==> config.mk <==
export PLATFORM = sky130hd
export DESIGN_NAME = alu_issue_ctrl
export DESIGN_NICKNAME = d
export VERILOG_FILES = /design/src/rtl/alu_issue_ctrl.sv
export SDC_FILE = /design/constraint.sdc
export NUM_CORES = 1
export LEC_CHECK = 0
export ABC_AREA = 1
export CORE_AREA = 4 4 138 140
export CTS_CLUSTER_SIZE = 24
export DETAILED_ROUTE_END_ITERATION = 6
export DIE_AREA = 0 0 142 144
export DONT_BUFFER_PORTS = 1
export GPL_ROUTABILITY_DRIVEN = 0
export PLACE_DENSITY_LB_ADDON = 0.05
export SLEW_MARGIN = 5
export SYNTH_ARGS = -nofsm -noshare
export SYNTH_HDL_FRONTEND = slang
export SYNTH_SLANG_ARGS = --single-unit
==> constraint.sdc <==
create_clock -name clk -period 6.38 [get_ports clk]
set_input_delay 0.319 -clock clk [delete_from_list [all_inputs] [get_ports clk]]
set_output_delay 0.319 -clock clk [all_outputs]
set_load 0.01 [all_outputs]
==> src/rtl/alu_issue_ctrl.sv <==
// Execute-stage issue controller in front of the ALU: decodes funct3/funct7 into a
// 4-bit ALU opcode, drives registered operands, waits ALU_LATENCY cycles, then
// captures the ALU result and presents it on a valid/ready result channel.
module alu_issue_ctrl #(
    parameter int unsigned ALU_LATENCY = 1
) (
    input  logic        clk,
    input  logic        rst,
    // Issue channel
    input  logic        iss_valid,
    output logic        iss_ready,
    input  logic [1:0]  iss_class,
    input  logic [2:0]  iss_funct3,
    input  logic        iss_funct7b5,
    input  logic [31:0] iss_rs1,
    input  logic [31:0] iss_rs2,
    input  logic [31:0] iss_imm,
    // ALU interface
    output logic [31:0] alu_input_a,
    output logic [31:0] alu_input_b,
    output logic [3:0]  alu_opcode,
    input  logic [31:0] alu_output,
    input  logic        alu_neg,
    input  logic        alu_zero,
    // Result channel
    output logic        res_valid,
    input  logic        res_ready,
    output logic [31:0] res_data,
    output logic        res_branch,
    output logic        res_taken,
    output logic        res_illegal
);

    localparam int unsigned CntW = 4;

    localparam logic [3:0] OpAdd  = 4'b0000;
    localparam logic [3:0] OpSub  = 4'b0001;
    localparam logic [3:0] OpAnd  = 4'b0010;
    localparam logic [3:0] OpOr   = 4'b0011;
    localparam logic [3:0] OpXor  = 4'b0100;
    localparam logic [3:0] OpSll  = 4'b0101;
    localparam logic [3:0] OpSrl  = 4'b0110;
    localparam logic [3:0] OpSra  = 4'b0111;
    localparam logic [3:0] OpSlt  = 4'b1000;
    localparam logic [3:0] OpSltu = 4'b1001;

    typedef enum logic [1:0] {StIdle, StWait, StHold} state_e;

    state_e            state_q, state_d;
    logic [CntW-1:0]   cnt_q, cnt_d;
    logic [31:0]       a_q, a_d;
    logic [31:0]       b_q, b_d;
    logic [3:0]        op_q, op_d;
    logic [31:0]       data_q, data_d;
    logic              branch_q, branch_d;
    logic              taken_q, taken_d;
    logic              illegal_q, illegal_d;
    // Branch sense: taken = zero ^ inv
    logic              inv_q, inv_d;

    logic [3:0]        dec_op;
    logic              dec_illegal;
    logic              dec_branch;
    logic              dec_inv;

    // Sign flag is reserved for status and not consumed here.
    logic unused_alu_neg;
    assign unused_alu_neg = alu_neg;

    // Decode class/funct3/funct7b5 into ALU opcode, branch sense and legality.
    always_comb begin
        dec_op      = OpAdd;
        dec_illegal = 1'b0;
        dec_branch  = 1'b0;
        dec_inv     = 1'b0;
        unique case (iss_class)
            2'b00, 2'b01: begin
                unique case (iss_funct3)
                    3'b000: dec_op = (iss_class == 2'b00 && iss_funct7b5) ? OpSub : OpAdd;
                    3'b001: dec_op = OpSll;
                    3'b010: dec_op = OpSlt;
                    3'b011: dec_op = OpSltu;
                    3'b100: dec_op = OpXor;
                    3'b101: dec_op = iss_funct7b5 ? OpSra : OpSrl;
                    3'b110: dec_op = OpOr;
                    3'b111: dec_op = OpAnd;
                    default: dec_op = OpAdd;
                endcase
                if (iss_class == 2'b00) begin
                    dec_illegal = iss_funct7b5 && (iss_funct3 != 3'b000) && (iss_funct3 != 3'b101);
                end else begin
                    dec_illegal = iss_funct7b5 && (iss_funct3 == 3'b001);
                end
            end
            2'b10: begin
                dec_branch = 1'b1;
                unique case (iss_funct3)
                    3'b000: begin dec_op = OpSub;  dec_inv = 1'b0; end
                    3'b001: begin dec_op = OpSub;  dec_inv = 1'b1; end
                    3'b100: begin dec_op = OpSlt;  dec_inv = 1'b1; end
                    3'b101: begin dec_op = OpSlt;  dec_inv = 1'b0; end
                    3'b110: begin dec_op = OpSltu; dec_inv = 1'b1; end
                    3'b111: begin dec_op = OpSltu; dec_inv = 1'b0; end
                    default: dec_illegal = 1'b1;
                endcase
            end
            default: dec_illegal = 1'b1;
        endcase
    end

    // Next-state and register updates for the IDLE/WAIT/HOLD sequence.
    always_comb begin
        state_d   = state_q;
        cnt_d     = cnt_q;
        a_d       = a_q;
        b_d       = b_q;
        op_d      = op_q;
        data_d    = data_q;
        branch_d  = branch_q;
        taken_d   = taken_q;
        illegal_d = illegal_q;
        inv_d     = inv_q;
        unique case (state_q)
            StIdle: begin
                if (iss_valid) begin
                    illegal_d = dec_illegal;
                    branch_d  = dec_branch && !dec_illegal;
                    taken_d   = 1'b0;
                    inv_d     = dec_inv;
                    state_d   = StWait;
                    if (dec_illegal) begin
                        // No ALU traffic; a zero count makes res_valid rise one edge later.
                        data_d = 32'd0;
                        cnt_d  = '0;
                    end else begin
                        a_d   = iss_rs1;
                        b_d   = (iss_class == 2'b01) ? iss_imm : iss_rs2;
                        op_d  = dec_op;
                        cnt_d = CntW'(ALU_LATENCY - 1);
                    end
                end
            end
            StWait: begin
                if (cnt_q == '0) begin
                    if (!illegal_q) begin
                        data_d  = alu_output;
                        taken_d = branch_q && (alu_zero ^ inv_q);
                    end
                    state_d = StHold;
                end else begin
                    cnt_d = cnt_q - 1'b1;
                end
            end
            StHold: begin
                if (res_ready) begin
                    state_d = StIdle;
                end
            end
            default: state_d = StIdle;
        endcase
    end

    // State and output registers; reset clears everything immediately.
    always_ff @(posedge clk or posedge rst) begin
        if (rst) begin
            state_q   <= StIdle;
            cnt_q     <= '0;
            a_q       <= 32'd0;
            b_q       <= 32'd0;
            op_q      <= 4'd0;
            data_q    <= 32'd0;
            branch_q  <= 1'b0;
            taken_q   <= 1'b0;
            illegal_q <= 1'b0;
            inv_q     <= 1'b0;
        end else begin
            state_q   <= state_d;
            cnt_q     <= cnt_d;
            a_q       <= a_d;
            b_q       <= b_d;
            op_q      <= op_d;
            data_q    <= data_d;
            branch_q  <= branch_d;
            taken_q   <= taken_d;
            illegal_q <= illegal_d;
            inv_q     <= inv_d;
        end
    end

    // Handshake and data outputs; iss_ready is masked while reset is held.
    always_comb begin
        iss_ready   = (state_q == StIdle) && !rst;
        res_valid   = (state_q == StHold);
        alu_input_a = a_q;
        alu_input_b = b_q;
        alu_opcode  = op_q;
        res_data    = data_q;
        res_branch  = branch_q;
        res_taken   = taken_q;
        res_illegal = illegal_q;
    end

endmodule

==> results.toml <==
[layout]
diodes = 0
area_growth_pct = 8.76
fillers = 1896
nets = 794
drive_above_1_share_pct = 5.02
finalNonFillerCells = 886

[logic_synthesis]
yosys-top-cells-count = "nand2_1 (321), nand3_1 (114), dfrtp_1 (110)"
syn_avg_cell_area_sq_um = 7.75
async_flop_share_pct = 100
synth_xor_area_share_pct = 0.166
synthAdderAreaFrac_pct = 0.475
yosys.area.top_type_share_pct = 52.2
synthMuxAreaShare_pct = 0
synth_nets = 822
ys.flop_type = "dfrtp_1"
seq_area_frac_synth_pct = 52.2
synth_top_family_by_area = "simple AND/OR/NAND/NOR gates"
yosys.cell_types.count = 26
synth_top_cells_by_area = "dfrtp_1 (52%), nand2_1 (23%), nand3_1 (11%)"
synth_top_area_cell = "dfrtp_1"
yosys_register_bits = 110
syn_area_sq_um = 5270
synth_edf_count = 0
yosys.area_share.simple_pct = 40.6
netlist_instances = 680
yosys_warnings = 0
synth-compound-area-share_pct = 1.26
synth.most_common_cell = "nand2_1"

[global_route]
grt_max_degree = 73
grt_pass1_vias = 4444
grt_antenna_before_repair = 0
track_usage_pct = 14.9
overflow = 0
grt_pass1_wl_mm = 24.4

[clock_network]
insertion_delay_ns = 0.35
cts-buffers-inserted = 9
h-tree-depth = 3
clk_path_buf_depth = 2
clkSinkCount = 110
cts_tree = "done"
cts_root_buf = "clkbuf_16"
clkTransAtPathRegs_ns = 0.08
cts_setup_buffers = 0

[sta]
holdWs_ns = 0.0648
slew_headroom_pct = 26.7
finalHoldViolations = 0
period_needed_ns = 2.81
fin_setup_tns_ns = 0
grt_setup_unrepaired = "false"
setup_violations = 0
timing.final.crit_share_pct = 44.0
clock_skew_ns = 0.0105
worst_slew_pin_slew_ns = 1.10
max_freq_mhz = 356
fin_ws_ns = 3.57
drv_slew = 0

[worst_setup_path]
critPathLaunchType = "register"
worst-r2r-cell-count = 10
r2r-start = "state_q[1]$_DFFE_PP0P_"
path_class = "reg2reg"
crit_path_end_kind = "register"
reg2reg_slack_ns = 3.57
reg2reg_to = "res_data[10]$_DFFE_PP0P_"
worstPathRequired_ns = 6.66
worstPathArrival_ns = 3.09
cp_max_fo = 34

[power_and_ir_drop]
clock_power_share_pct = 21.4
p_int_mw = 1.66
pwr-share-seq_pct = 49.2
p_leak_nw = 3.03
switching_share_pct = 43.9
vdd_drop_max_mv = 0.178
power_density_nw_per_um2 = 516
total_power_mw = 2.96
comb_power_share_pct = 29.4
switchingPower_mw = 1.30

[placement]
place.port_buffers = 0
dpl.hpwl_mm = 10.4
pre_cts_ws_ns = 3.46
placedCellCount = 869

[route]
drc_errors = 0
via_per_inst = 4.89
antenna_left = 0
drtIter0Drc = 192
vias = 4336
wl_per_cell_um = 17.3
drtPass1Iterations = 6
wirelength_mm = 15.3

[floorplan]
initial_core_util_pct = 29.6
core_sq_um = 17800
die-area_sq_um = 20400
die_height_um = 144
rows = 49
die_x_um = 142
io_pins = 245

[min_path]
hold_path_depth = 1
hp-start = "iss_valid"
min_to = "res_illegal$_DFFE_PP0P_"
hold_path_class = "in2reg"

[job]
cap_violations = 0

[status]
run_status = "finished clean"
-- through the flow --
stage	util [%]	area, sq um
6_report	32.1	5730
5_1_grt	32.1	5730
4_1_cts	32.1	5730
3_5_place_dp	30.2	5400
3_3_place_gp	30.2	5400
2_1_floorplan	-	5270
-- logic make-up (layout without fill, tap and decap cells) --
group,count (synthesis),in the layout
DFF,110,110
AOI/OAI and AO/OA,12,12
and+or+nand+nor,491,491
adders and majority gates,2,2
xor gates and xnor gates,1,1
buffers and inverters,64,41
-- what timing repair did --
action	4_1_cts	5_1_grt
gates resized for setup	0	0
endpoints found under the hold margin	52	0
hold buffers	1	0
-- area by class of cell --
class	count	area [sq um]	area share [%]
clock buffer	9	225	3.93
clock inverter	7	104	1.81
inverter	20	77.6	1.35
multi-input combinational	506	2250	39.2
sequential	110	2750	48.0
tap	229	287	5.00
timing repair buffer	5	40.0	0.698
-- registers in the layout, indices dropped and copies added, names as in the netlist --
signal / count
cnt_q: 4
alu_input_a: 32
alu_input_b: 32
state_q: 2
res_taken: 1
res_branch: 1
res_illegal: 1
alu_opcode: 4
res_data: 32
inv_q: 1
-- critical path: stages (launching register included) --
cell,delay (ns)
dfrtp_1,0.38
inv_1,0.07
nand2_1,0.12
inv_2,0.47
nand2_2,0.16
o21ai_1,0.15
nor2_2,0.04
buf_4,0.24
nand2_1,0.85
nand2_1,0.13
nand2_1,0.10
-- cells in the final DEF, fill, tap and decap left out, drive strengths merged --
cell | synthesis | routed
nor2 | 17 | 17
o31ai | 1 | 1
bufinv | 0 | 2
clkbuf | 26 | 9
dfrtp | 110 | 110
o22ai | 1 | 1
inv | 20 | 23
nand2 | 323 | 323
buf | 18 | 4
nor3 | 3 | 3
a21oi | 3 | 3
xnor2 | 1 | 1
o21ai | 6 | 6
nand3 | 115 | 115
a22oi | 1 | 1
dlygate4sd3 | 0 | 1
nand3b | 32 | 32
clkinvlp | 0 | 2
nand4 | 1 | 1
ha | 2 | 2
-- power by group through the flow --
stage	sequential (mW)	clock [mW]	combinational, mW
after floorplan	1.37	0	0.743
after global placement	1.49	0	0.867
after detailed placement	1.48	0	0.899
after CTS	1.47	0.658	0.897
after global routing	1.51	0.682	1.04
final	1.46	0.632	0.870
-- worst max-delay path by stage --
stage / startpoint / endpoint / cells after the start
finish: state_q[1]$_DFFE_PP0P_ / res_data[10]$_DFFE_PP0P_ / 10
global route: state_q[1]$_DFFE_PP0P_ / res_data[10]$_DFFE_PP0P_ / 10
CTS: state_q[1]$_DFFE_PP0P_ / res_data[30]$_DFFE_PP0P_ / 10
detailed placement: iss_class[1] / res_data[20]$_DFFE_PP0P_ / 9
global placement: iss_class[1] / res_data[30]$_DFFE_PP0P_ / 9
floorplan: rst / alu_input_a[0]$_DFFE_PP0P_ / 1
-- layer usage --
layer  vias to the layer above  share of wire (%)  GRT usage [%]
met5                         -                  0              0
li1                       2109                  -              -
met3                        11                8.7           4.73
met4                         0                1.3           4.14
met2                       159                 48           24.8
met1                      2057                 42           18.6
Power figures use the tool's default switching activity.
